**src/rtl/opcode_buffer_if.sv**
```systemverilog
// Byte-wide memory read port between the opcode buffer (master) and memory (slave).
interface opcode_buffer_if #(
   parameter int ADDR_WIDTH = 32
) ();
   logic [ADDR_WIDTH-1:0] mem_addr;
   logic                  mem_request;
   logic [7:0]            mem_data;
   logic                  mem_busy;

   modport master (output mem_addr, output mem_request, input mem_data, input mem_busy);
   modport slave  (input mem_addr, input mem_request, output mem_data, output mem_busy);
endinterface

```
**src/rtl/opcode_buffer.sv**
```systemverilog
// Instruction-fetch buffer: reads DATA_WIDTH/8 bytes big-endian from a byte-wide memory port.
// Optional one-entry hit bypass enabled by defining OPCODE_BUFFER_HIT_EN.
module opcode_buffer #(
   parameter int ADDR_WIDTH = 32,
   parameter int DATA_WIDTH = 32
) (
   input  logic                  clk,
   input  logic                  reset,
   input  logic [ADDR_WIDTH-1:0] ip,
   input  logic                  start_loading,
   output logic                  busy,
   output logic [DATA_WIDTH-1:0] opcode,
   opcode_buffer_if.master       memBus
);

   localparam int NBYTES = DATA_WIDTH / 8;
   localparam int IDX_W  = (NBYTES > 1) ? $clog2(NBYTES) : 1;

   typedef enum logic [1:0] {
      IDLE,
      ISSUE,
      WAIT
   } state_t;

   state_t                state, stateNext;
   logic [IDX_W-1:0]      byteIdx, byteIdxNext;
   logic [ADDR_WIDTH-1:0] baseAddr, baseAddrNext;
   logic [ADDR_WIDTH-1:0] memAddrNext;
   logic                  memRequestNext;
   logic                  busyNext;
   logic [DATA_WIDTH-1:0] partial, partialNext;
   logic [DATA_WIDTH-1:0] opcodeNext;
   logic                  startAccept;

`ifdef OPCODE_BUFFER_HIT_EN
   logic [ADDR_WIDTH-1:0] lastAddr, lastAddrNext;
   logic                  hitValid, hitValidNext;

   // A repeat request for the opcode already held is satisfied without touching memory.
   assign startAccept = start_loading && !(hitValid && (ip == lastAddr));
`else
   assign startAccept = start_loading;
`endif

   always_comb begin
      // NOTE: every variable gets a default before the case so no path can infer a latch.
      stateNext      = state;
      byteIdxNext    = byteIdx;
      baseAddrNext   = baseAddr;
      memAddrNext    = memBus.mem_addr;
      memRequestNext = 1'b0;
      busyNext       = busy;
      partialNext    = partial;
      opcodeNext     = opcode;
`ifdef OPCODE_BUFFER_HIT_EN
      lastAddrNext   = lastAddr;
      hitValidNext   = hitValid;
`endif

      case (state)
         IDLE: begin
            if (startAccept) begin
               baseAddrNext   = ip;
               byteIdxNext    = '0;
               busyNext       = 1'b1;
               memAddrNext    = ip;
               memRequestNext = 1'b1;
               stateNext      = ISSUE;
            end else begin
               busyNext = 1'b0;
            end
         end

         ISSUE: stateNext = WAIT;

         WAIT: begin
            if (!memBus.mem_busy) begin
               // Byte k lands k bytes below the top of the word (big-endian).
               for (int b = 0; b < NBYTES; b++) begin
                  if (b == NBYTES - 1 - int'(byteIdx)) partialNext[8*b +: 8] = memBus.mem_data;
               end

               if (int'(byteIdx) < NBYTES - 1) begin
                  byteIdxNext    = byteIdx + IDX_W'(1);
                  memAddrNext    = baseAddr + ADDR_WIDTH'(byteIdx) + ADDR_WIDTH'(1);
                  memRequestNext = 1'b1;
                  stateNext      = ISSUE;
               end else begin
                  opcodeNext = partialNext;
                  busyNext   = 1'b0;
                  stateNext  = IDLE;
`ifdef OPCODE_BUFFER_HIT_EN
                  lastAddrNext = baseAddr;
                  hitValidNext = 1'b1;
`endif
               end
            end
         end

         default: stateNext = IDLE;
      endcase
   end

   always_ff @(posedge clk or posedge reset) begin
      if (reset) begin
         state              <= IDLE;
         byteIdx            <= '0;
         baseAddr           <= '0;
         memBus.mem_addr    <= '0;
         memBus.mem_request <= 1'b0;
         busy               <= 1'b0;
         // NOTE: the assembly buffer is cleared too, so an aborted fetch leaves no stale bytes.
         partial            <= '0;
         opcode             <= '0;
`ifdef OPCODE_BUFFER_HIT_EN
         lastAddr           <= '0;
         hitValid           <= 1'b0;
`endif
      end else begin
         // NOTE: non-blocking updates make every register see the pre-edge values of the others.
         state              <= stateNext;
         byteIdx            <= byteIdxNext;
         baseAddr           <= baseAddrNext;
         memBus.mem_addr    <= memAddrNext;
         memBus.mem_request <= memRequestNext;
         busy               <= busyNext;
         partial            <= partialNext;
         opcode             <= opcodeNext;
`ifdef OPCODE_BUFFER_HIT_EN
         lastAddr           <= lastAddrNext;
         hitValid           <= hitValidNext;
`endif
      end
   end

endmodule

```
**src/flat_wrapper.sv**
```systemverilog
// flat-port wrapper written by rule: the top's interface ports become plain ports
module opcode_buffer_flat 
#(
   parameter int ADDR_WIDTH = 32,
   parameter int DATA_WIDTH = 32
)
  (clk, reset, ip, start_loading, busy, opcode, memBus_mem_addr, memBus_mem_request, memBus_mem_data, memBus_mem_busy);
  opcode_buffer_if #(.ADDR_WIDTH(ADDR_WIDTH)) memBus_i ();
  input  logic clk;
  input  logic reset;
  input  logic [ADDR_WIDTH-1:0] ip;
  input  logic start_loading;
  output logic busy;
  output logic [DATA_WIDTH-1:0] opcode;
  output wire logic [$bits(memBus_i.mem_addr)-1:0] memBus_mem_addr;
  output wire logic [$bits(memBus_i.mem_request)-1:0] memBus_mem_request;
  input wire logic [$bits(memBus_i.mem_data)-1:0] memBus_mem_data;
  input wire logic [$bits(memBus_i.mem_busy)-1:0] memBus_mem_busy;
  assign memBus_mem_addr = memBus_i.mem_addr;
  assign memBus_mem_request = memBus_i.mem_request;
  assign memBus_i.mem_data = memBus_mem_data;
  assign memBus_i.mem_busy = memBus_mem_busy;
  opcode_buffer #(.ADDR_WIDTH(ADDR_WIDTH), .DATA_WIDTH(DATA_WIDTH)) u_core (.clk(clk), .reset(reset), .ip(ip), .start_loading(start_loading), .busy(busy), .opcode(opcode), .memBus(memBus_i));
endmodule
```
**config.mk**
```make
export PLATFORM = sky130hd
export DESIGN_NAME = opcode_buffer_flat
export DESIGN_NICKNAME = d
export VERILOG_FILES = /design/src/rtl/opcode_buffer_if.sv /design/src/rtl/opcode_buffer.sv /design/src/flat_wrapper.sv
export SDC_FILE = /design/constraint.sdc
export NUM_CORES = 1
export LEC_CHECK = 0
export BUFFER_PORTS_ARGS = -buffer_cell sky130_fd_sc_hd__buf_2
export CAP_MARGIN = 20
export CORE_MARGIN = 1
export CORE_UTILIZATION = 52
export CTS_BUF_LIST = sky130_fd_sc_hd__clkbuf_2
export DETAILED_ROUTE_END_ITERATION = 8
export HOLD_SLACK_MARGIN = 0.05
export PLACE_DENSITY = 0.77
export SLEW_MARGIN = 20
export SYNTH_ARGS = -nofsm -noshare
export SYNTH_HDL_FRONTEND = slang
export SYNTH_SLANG_ARGS = --single-unit
export TNS_END_PERCENT = 100
```
**constraint.sdc**
```tcl
create_clock -name clk -period 5.8 [get_ports clk]
set_input_delay 0.58 -clock clk [delete_from_list [all_inputs] [get_ports clk]]
set_output_delay 0.58 -clock clk [all_outputs]
set_load 0.1 [all_outputs]
```
Word-level counts from Yosys, hierarchy flattened
Cells that the tools add are included.
W data, S select, Z words.
- equal/unequal tests: 9
- $lt $le $gt $ge: 1
- muxes and demuxes: 23
- add/sub/neg operators: 4
- reductions and logical operators: 9
- bitwise gates (word level): 2
- operators by type and width (kind ; number):
    $mux W32 ; 3
    $eq A3 B32 Y1 const A ; 2
    $pmux W32 S2 ; 1
    $add A32 B1 Y32 const B ; 1
    $add A32 B2 Y32 ; 1
    $eq A2 B32 Y1 const A ; 1
    $logic_not A32 Y1 ; 1
    $mux W8 ; 4
    $mux W2 ; 5
    $mux W1 ; 6
    $ne A2 B2 Y1 const B ; 3
    $pmux W2 S3 ; 1
    $reduce_and A2 Y1 ; 3
    $reduce_and A3 Y1 ; 2
    $pmux W1 S2 ; 2
    $pmux W2 S2 ; 1
    $reduce_and A4 Y1 ; 1
    $sub A2 B2 Y3 const A ; 1
    $add A2 B1 Y2 const B ; 1
    $eq A2 B1 Y1 const B ; 1
    $eq A2 B2 Y1 const B ; 1
    $logic_not A2 Y1 ; 1
    $lt A2 B2 Y1 const B ; 1
    $ne A2 B1 Y1 const B ; 1
    other kinds (2) ; 3
- register bits after elaboration: 134
- output and inout port bits: 66
- bits of input ports: 44

Longest topological paths before layout
Gate-level depths: netlist of the first run.
- word-level depth: 5
- depth in mapped cells: 10
- gate-level depth less buffers: 8

Worst setup path after synthesis of the first run
OpenSTA, ideal clock, no wires.
- kind: reg2reg
- start: reg u_core.byteIdx[0]
- end: reg u_core.memBus.mem_addr[28]
- slack: 3528 ps
- buffers on the path: 2
- data required time: 5670 ps
- setup time: 130 ps
- data arrival time: 2142 ps
- stages on the path, launching flop included: 11
- path through: dfrtp_1 > inv_1 > ha_1 > fa_1 > nand3b_1 > or2_1 > buf_2 > buf_6 > nor4_4 > xnor2_1 > o21ai_1
- longest elaborated chain between the ends: 5
- elaborated cells between the ends (all ways): 8
- those cells by class: add/sub: 2; order compare: 1; eq/ne: 1; mux: 3; reduce/logical: 1
- ends and longest elaborated chain (item ; line ; RTL):
    from (decl) ; opcode_buffer.sv:26 ; logic [IDX_W-1:0] byteIdx, byteIdxNext;
    from (signal assigned) ; opcode_buffer.sv:122 ; byteIdx <= byteIdxNext;
    $add A32 B2 Y32 ; opcode_buffer.sv:85 ; memAddrNext = baseAddr + ADDR_WIDTH'(byteIdx) + ADDR_WIDTH'(1);
    $add A32 B1 Y32 ; opcode_buffer.sv:85 ;
    $mux W32 ; opcode_buffer.sv:83 ; if (int'(byteIdx) < NBYTES - 1) begin
    $mux W32 ; opcode_buffer.sv:77 ; if (!memBus.mem_busy) begin
    $pmux W32 S2 ; opcode_buffer.sv:60 ; case (state)
    to (signal assigned) ; opcode_buffer.sv:124 ; memBus.mem_addr <= memAddrNext;
    to (decl) ; opcode_buffer_if.sv:10 ; modport master (output mem_addr, output mem_request, input mem_data, input mem_busy);
Several ways; a longest one is shown, not always the timed one. The select of a mux whose other input is x is not followed.
A chain may end at the register's enable or synchronous reset.

Worst setup path after layout of the first run
- start: reg u_core.byteIdx[0]
- end: reg u_core.memBus.mem_addr[30]
The elaborated chain is that of the path after synthesis.

==> metrics, run 1 <==
status finished, final reports clean; CTS resizes 0; nets approximately 700; CP endpoint kind flop; crit path launch type flop; hold wc startpoint ip[25]; Slew headroom between 40% and 50%; post-route ant nets 0; hold endpoint u_core.baseAddr[25]; Setup Buffers After CTS 0; routed length per instance ~16 um; Worst Hold Depth 2; Req. time, crit path roughly 6400 ps; clk_lat worst skew between 700 and 800 ps; Max clock buf depth 2; P&R area growth vs syn 18.1%; H-Tree Level Count 4; post-synthesis sequential area ratio 53.7%; GPL Wtd Cong ~0.83; die area 0.0117 sq mm; routed wire length between 10000 and 15000 um; Tcrit/Tclk final between 40% and 50%; Die Width 108 um; vias per inst 5.45; CTS Root Cell clkbuf_2; RR Startpoint u_core.byteIdx[0]; share of layout cells above drive strength 1 a little under a third; clock-pin slew on the worst setup and hold paths between 150 and 200 ps; grt ovf 0; post-route cell area between 0.006 and 0.007 sq mm; post-synth top area share around 54%; Post-Layout Cell Count about 800; 1st-iter DRT viols 208; Seq cells post-synth between 100 and 150; PortBufs 109; ys flop type dfrtp_1; Post-Syn Area per Cell approximately 11 sq um; critical path type flop to flop; gr usage total between 20% and 30%; largest net degree at the start of global routing 82; drc violations 0; reg-to-reg slack, setup between 3000 and 4000 ps; area of the mapped netlist just under 0.006 sq mm; CTS tree built; Fin Setup TNS 0 ps; worst r2r dst u_core.memBus.mem_addr[30]; Worst-Margin Slew 809 ps; Yosys cell types 37; HP Class primary input to flop; Final Hold Vio Count 0; top-level port count 110; Synth area leaders dfrtp_1 (54%), mux2_2 (9.2%), o21ai_0 (5.7%); # rows 38; syn_nets around 600; global-route wire length before repair ~21000 um; commonest non-fill, non-tap cell in the layout dfrtp_1; CTS Sinks between 100 and 150; Die H about 110 um; fin worst setup slack 3160 ps; max-slew violation count 0; Max FO, Critical Path 15; total CTS buffers 17; depth of the worst register-to-register path 8; cts hold-fix bufs 12; Async S/R FF share, synth 100%; EDFF count, synth 0; post-route clock skew ~22 ps; initial core utilization between 50% and 60%; CP arrival 3230 ps; Vias approximately 4400; Max Clk Rate between 300 and 400 MHz; RSZ-0062 raised after global routing no; DRT Pass-1 Iters 5; Core Box Area 0.0109 sq mm; Inst Count DP 756; max_cap viols 0; detailed placement HPWL approximately 8600 um; Cells after Synth 535; setup violators final 0; pre-CTS setup slack about 3200 ps; Final Critical Period between 2000 and 3000 ps; most frequent cells in the layout dfrtp_1 (126), buf_2 (109), nand2_1 (83), o21ai_0 (67), mux2_2 (48); leading area contributor after synthesis dfrtp_1; Yosys Warn Count 0; vias in the first global route around 4400; post-place instance area roughly 0.0065 sq mm; ant diodes 0; antenna violations before repair 0
## metal layers
layer | global-route usage, % | vias up | wire [um]
li1 | - | 2100 | -
met1 | 30.4 | 2103 | 5590
met2 | 39.7 | 147 | 6390
met3 | 6.15 | 19 | 792
met4 | 9.56 | 0 | 172
met5 | 0 | - | 0
## metrics by stage
| stage | hold WS, ps | utilization (%) |
|---|---|---|
| finish | 107 | 63.4 |
| global route | 58.8 | 63.4 |
| CTS | 50.8 | 63.3 |
| detailed placement | 461 | 59.4 |
| global placement | 455 | 59.4 |
| floorplan | 480 | - |
## worst max-delay path, stage by stage, from the launching register on
cell and delay, ps:
dfrtp_1 440, inv_1 100, ha_1 220, fa_1 400
nand3b_1 230, or2_1 490, nor4_1 390, xnor2_1 160
o21ai_1 70
## Yosys cell counts (4+ instances only)
library cell	count
a21oi_1	4
a22oi_1	20
and2_1	4
and4_1	6
buf_1	4
buf_2	8
clkbuf_1	19
dfrtp_1	126
ha_1	6
inv_1	14
mux2_2	48
mux2i_1	26
nand2_1	83
nand3_1	9
nor2_1	15
nor3_1	8
nor4_1	8
nor4_4	4
o21ai_0	67
o21ai_1	8
xnor2_1	24
## worst max-delay path by stage
stage | start | end | slack [ps] | cells past startpoint
floorplan | reset | u_core.baseAddr[0] | 1860 | 1
global placement | u_core.byteIdx[0] | u_core.memBus.mem_addr[30] | 3270 | 8
detailed placement | u_core.byteIdx[0] | u_core.memBus.mem_addr[30] | 3210 | 8
CTS | u_core.byteIdx[0] | u_core.memBus.mem_addr[30] | 3170 | 8
global route | u_core.byteIdx[0] | u_core.memBus.mem_addr[12] | 3000 | 8
finish | u_core.byteIdx[0] | u_core.memBus.mem_addr[30] | 3160 | 8
## registers in the layout (all words and copies together), names as in the netlist
register / cells
u_core.state: 2
u_core.partial: 24
u_core.opcode: 32
u_core.byteIdx: 2
u_core.memBus.mem_addr: 32
u_core.busy: 1
u_core.memBus.mem_request: 1
u_core.baseAddr: 32
## cell families (layout without fill, tap and decap cells)
logic type,count (synthesis),count (layout),share of synthesized area [%]
compound gates,105,105,10.1
xor+xnor,27,27,4.03
fa+ha+maj,7,7,1.62
buf+inv,47,173,3.43
flops,126,126,53.7
mux,74,74,13.6
simple gates,149,149,13.4
## area by class of cell
class                   count  area [sq um]
clock buffers              17          85.1
clock inverters            15           224
fillers                   913          4000
inverters                  14          57.6
multi-input cells         362          2520
flip-flops and latches    126          3150
well taps                 140           175
repair buffers            127           713
Power of run 1 is not shown: default switching activity piles up to over one toggle a cycle in this logic, so the estimate is an artifact.
==> run 2, diff against run 1 <==
--- a/config.mk
+++ b/config.mk
@@ -12,7 +12,7 @@
 export CTS_BUF_LIST = sky130_fd_sc_hd__clkbuf_2
 export DETAILED_ROUTE_END_ITERATION = 8
 export HOLD_SLACK_MARGIN = 0.05
-export PLACE_DENSITY = 0.77
+export PLACE_DENSITY = 0.8
 export SLEW_MARGIN = 20
 export SYNTH_ARGS = -nofsm -noshare
 export SYNTH_HDL_FRONTEND = slang
==> constraint.sdc (replaced) <==
create_clock -name clk -period 2.1 [get_ports clk]
set_input_delay 0.21 -clock clk [delete_from_list [all_inputs] [get_ports clk]]
set_output_delay 0.21 -clock clk [all_outputs]
set_load 0.1 [all_outputs]
==> run 2 against run 1 <==
Effect of this change: the run now ends with negative setup slack left; worst setup slack worse by 3200 ps; clock skew is 15 ps higher; sequential share of layout area is 3.0 points lower; critical path depth is 1 higher; wire length is 5.5% higher; via count is 5.8% higher; worst hold slack better by 100 ps; die area stayed put; first-iteration DRC count is 4.3% higher; critical path type unchanged.
==> metrics, run 2 (synthesis gave the netlist of run 1 again) <==
clk_lat worst skew 650 ps (-60 ps); critical path type flop to flop; vias in the first global route 4730 (+7.6%); CTS tree built; Req. time, crit path 2620 ps (-3770 ps); CTS Root Cell clkbuf_2; biggest regs u_core.baseAddr x32, u_core.memBus.mem_addr x32, u_core.opcode x32; Layout fillers 836 (-8.4%); routed wire length 13700 um (+5.5%); max_cap viols 0 (unchanged); Slew headroom 51.4% (+5.5 points); total CTS buffers 17 (unchanged); PortBufs 109 (unchanged); max-slew violation count 0 (unchanged); Final Hold Vio Count 0 (unchanged); gr usage total 25.2% (+1.1 points); Max Clk Rate 468 MHz (+24%); reg-to-reg slack, setup -30 ps (-3190 ps); Max FO, Critical Path 12 (-3); global-route wire length before repair 22500 um (+5.4%); HP Class primary input to asynchronous set/reset pin; largest net degree at the start of global routing 61 (-26%); post-route clock skew 36.5 ps (+15.0 ps); clock-pin slew on the worst setup and hold paths 180 ps (about the same); CP endpoint kind flop; CP max-delay cell dfrtp_1; Setup Buffers After CTS 0 (unchanged); Tcrit/Tclk final 102% (+56 points); Core Box Area 0.0109 sq mm (unchanged); commonest non-fill, non-tap cell in the layout dfrtp_1; Final Critical Period 2130 ps (-508 ps); Die Width 108 um (unchanged); P&R area growth vs syn 26.3%; grt ovf 0 (unchanged); GPL Wtd Cong 0.853 (+3.2%); die area 0.0117 sq mm (unchanged); post-route ant nets 0 (unchanged); top-level port count 110 (unchanged); RSZ-0062 raised after global routing yes; share of layout cells above drive strength 1 32.5% (+1.9 points); failing checks negative setup slack; CTS Sinks 126 (unchanged); initial core utilization 53.7% (unchanged); pre-CTS setup slack -93.6 ps (-3310 ps); highest cell delay on the worst timing path 390 ps (-100 ps); routed length per instance 16.0 um (-0.67%); setup violators final 3 (+3); crit path launch type flop; # rows 38 (unchanged); Die H 108 um (unchanged); fin worst setup slack -34.6 ps (-3190 ps); DRT Pass-1 Iters 4 (-1); detailed placement HPWL 9270 um (+7.3%); CP arrival 2660 ps (-570 ps); Max clock buf depth 2 (unchanged); nets 751 (+7.4%); vias per inst 5.43 (-0.42%); Worst-Margin Slew 727 ps (-82.3 ps); 1st-iter DRT viols 217 (+4.3%); antenna violations before repair 0 (unchanged); status finished, violations left; ant diodes 0 (unchanged); Fin Setup TNS -46.3 ps (-46.3 ps); H-Tree Level Count 4 (unchanged); drc violations 0 (unchanged); most frequent cells in the layout dfrtp_1 (126), buf_2 (109), nand2_1 (83), o21ai_0 (63), mux2_2 (48); Vias 4622 (+5.8%); worst path cell trace inv_2 -> ha_4 -> fa_2 -> nand3b_1 -> or2_4 -> buf_12 -> o31a_1 -> nor3_1 -> o21ai_1
-- run 2: cell count changes in the layout (fill, tap and decap cells not counted), sizes merged --
cell         delta
dlygate4sd3    +30
buf            +22
bufinv          -4
clkbuf          +2
clkinvlp        +1
inv             -1
-- run 2: layer usage --
metal / up-vias / global-route usage [%] / routed length, um
li1: 2194 / - / -
met1: 2239 / 30.4 / 5670
met2: 162 / 43.4 / 6960
met3: 27 / 5.97 / 757
met4: 0 / 10.3 / 265
met5: - / 0 / 0
-- run 2: timing repair --
item                                    in CTS  in global routing
hold endpoints to repair                   148                  0
cloned                                       0                  0
hold buffers                                43                  0
gates resized for setup                      6                  6
pin swaps                                    0                  2
endpoints found under the setup margin       7                 16
-- run 2: layout make-up --
class	instances	area (sq um)	share of cell area [%]
flip-flops and latches	126	3150	42.5
clock inverters	11	101	1.37
clock buffers	19	95.1	1.28
multi-input cells	362	2580	34.8
well taps	140	175	2.36
repair buffers	179	1250	16.9
inverters	14	56.3	0.759
-- run 2: worst paths after layout --
| kind | from | end | cells after the start |
|---|---|---|---|
| hold / removal | reset | u_core.memBus.mem_addr[30] | 3 |
| max in group asynchronous | reset | u_core.baseAddr[13] | 4 |
| hold reg to reg | u_core.opcode[2] | u_core.opcode[2] | 2 |
| min in group clk | ip[19] | u_core.baseAddr[19] | 4 |
| setup reg to reg | u_core.baseAddr[0] | u_core.memBus.mem_addr[12] | 9 |
| setup / recovery | u_core.baseAddr[0] | u_core.memBus.mem_addr[12] | 9 |
-- run 2: through the flow --
stage | hold slack [ps] | util (%) | cell area (sq um) | cells
final | 209 | 67.8 | 7420 | 851
after global routing | 204 | 67.8 | 7420 | 851
after CTS | 186 | 67.6 | 7390 | 851
after detailed placement | 372 | 61.8 | 6760 | 778
after global placement | 368 | 61.8 | 6760 | 778
after floorplan | 315 | - | 5910 | 535
-- run 2: worst max-delay path: cells and delay by family (launching register included) --
| family | cells | cell delay, ps |
|---|---|---|
| simple gates | 3 | 590 |
| buf+inv | 2 | 220 |
| fa+ha+maj | 2 | 490 |
| flops | 1 | 390 |
| compound gates | 2 | 320 |
Power of run 2 is left out for the same reason.
==> run 3, diff against run 2 <==
--- a/config.mk
+++ b/config.mk
@@ -13,6 +13,7 @@
 export DETAILED_ROUTE_END_ITERATION = 8
 export HOLD_SLACK_MARGIN = 0.05
 export PLACE_DENSITY = 0.8
+export SKIP_CTS_REPAIR_TIMING = 1
 export SLEW_MARGIN = 20
 export SYNTH_ARGS = -nofsm -noshare
 export SYNTH_HDL_FRONTEND = slang
==> run 3 against run 2 <==
Effect of this change: design area about the same; worst setup slack improved by 2.5 ps; critical path depth did not move; clock skew rose by 3.6 ps; the run still ends with negative setup slack left; wire length rose by 0.48%; highest routed layer unchanged; first-iteration DRC count increased by 10%; sequential cell count is the same; largest cell class unchanged; register-to-register slack is essentially flat.
==> metrics, run 3 (synthesis gave the netlist of run 1 again) <==
RR Startpoint u_core.byteIdx[0]; gr usage total 24.0% (-1.3 points); Vias 4615 (-0.15%); post-route clock skew 40.1 ps (+3.60 ps); Worst-Margin Slew 738 ps (+11.4 ps); critical path type flop to flop; post-route cell area 0.00742 sq mm (about the same); biggest regs u_core.baseAddr x32, u_core.memBus.mem_addr x32, u_core.opcode x32; reg-to-reg slack, setup -30 ps (about the same); max-slew violation count 0 (unchanged); highest cell delay on the worst timing path 400 ps (about the same); HP Class primary input to asynchronous set/reset pin; global-route wire length before repair 21400 um (-5.0%); grt ovf 0 (unchanged); detailed placement HPWL 9270 um (unchanged); failing checks negative setup slack; Setup crit end u_core.memBus.mem_addr[12]; # rows 38 (unchanged); vias per inst 5.42 (-0.15%); met1 WL 5730 um (+0.97%); Critical Path Stages 9 (unchanged); initial core utilization 53.7% (unchanged); CTS Sinks 126 (unchanged); status finished, violations left; Final Critical Period 2130 ps (-2.46 ps); multi-input logic area 0.00259 sq mm (+0.24%); P&R area growth vs syn 26.4% (about the same); CP top delay family simple AND/OR/NAND/NOR gates; routed wl met2 7160 um (+2.8%); nets 751 (unchanged); post-route ant nets 0 (unchanged); CP max-delay cell dfrtp_1; Final Hold Vio Count 0 (unchanged); metal3 WL 673 um (-11%); pre-CTS setup slack -93.6 ps (unchanged); GPL Wtd Cong 0.853 (unchanged); worst path cell trace inv_2 -> ha_4 -> fa_2 -> nand3b_1 -> or2_4 -> buf_12 -> o31a_1 -> nor3_1 -> o21ai_1; PortBufs 109 (unchanged); largest net degree at the start of global routing 61 (unchanged); crit path launch type flop; Max Clk Rate 469 MHz (+0.12%); CTS Root Cell clkbuf_2; share of layout cells above drive strength 1 32.6% (+0.14 points); depth of the worst register-to-register path 9 (unchanged); Tcrit/Tclk final 102% (-0.12 points); ant diodes 0 (unchanged); Layout fillers 831 (-0.60%); fin util 67.9% (about the same); routed wire length 13700 um (+0.48%); CP endpoint kind flop; Max FO, Critical Path 12 (unchanged); vias in the first global route 4505 (-4.8%); worst r2r dst u_core.memBus.mem_addr[12]; antenna violations before repair 0 (unchanged); max_cap viols 0 (unchanged); routed length per instance 16.1 um (+0.48%); sum of buffers and inverters on the critical path 2 (unchanged); Critical Path Start u_core.byteIdx[0]; RSZ-0062 raised after global routing yes; clk_lat worst skew 650 ps (about the same); Die Width 108 um (unchanged); Req. time, crit path 2620 ps (about the same); clock-pin slew on the worst setup and hold paths 170 ps (about the same); Core Box Area 0.0109 sq mm (unchanged); commonest non-fill, non-tap cell in the layout dfrtp_1; Slew headroom 50.7% (-0.76 points); CP arrival 2650 ps (about the same); most frequent cells in the layout dfrtp_1 (126), buf_2 (109), nand2_1 (83), o21ai_0 (63), mux2_2 (48); Max clock buf depth 2 (unchanged); Die H 108 um (unchanged); Sequential Area 0.00315 sq mm (unchanged); post-place instance area 0.00676 sq mm (unchanged); top-level port count 110 (unchanged); setup violators final 3 (unchanged); 1st-iter DRT viols 239 (+10%); H-Tree Level Count 4 (unchanged); CTS tree built; total CTS buffers 17 (unchanged); DRT Pass-1 Iters 5 (+1); drc violations 0 (unchanged); die area 0.0117 sq mm (unchanged); fin worst setup slack -32.1 ps (+2.46 ps); DR top layer met4
## run 3: cell counts in the layout (fill, tap and decap cells not counted)
No cell type changed its count.
## run 3: final cells by class
class | instances | share of cell area (%)
flip-flops and latches | 126 | 42.5
multi-input cells | 362 | 34.9
repair buffers | 179 | 16.9
well taps | 140 | 2.36
clock inverters | 11 | 1.37
clock buffers | 19 | 1.28
inverters | 14 | 0.759
## run 3: routing by layer
| metal | track usage [%] | vias to the layer above |
|---|---|---|
| li1 | - | 2194 |
| met1 | 29.6 | 2251 |
| met2 | 40.5 | 149 |
| met3 | 5.79 | 21 |
| met4 | 9.36 | 0 |
| met5 | 0 | - |
## run 3: how the worst min path moves through the flow
stage               cells after the start  slack [ps]                          to
floorplan                               2         320            u_core.opcode[0]
global placement                        2         370           u_core.opcode[28]
detailed placement                      2         370           u_core.opcode[29]
CTS                                     2        -360  u_core.memBus.mem_addr[30]
global route                            3         210             u_core.state[0]
finish                                  3         220  u_core.memBus.mem_addr[30]
## run 3: worst min-delay path, delay by kind of cell
kind / cells / cell delay [ps]
buffers and inverters: 3 / 1150
## run 3: through the flow
step	hold slack (ps)	cells	setup TNS (ps)
2_1_floorplan	315	535	-152
3_3_place_gp	368	778	0
3_5_place_dp	372	778	-244
4_1_cts	-362	808	-415
5_1_grt	209	851	-505
6_report	223	851	-46.5
Power of run 3 is left out for the same reason.
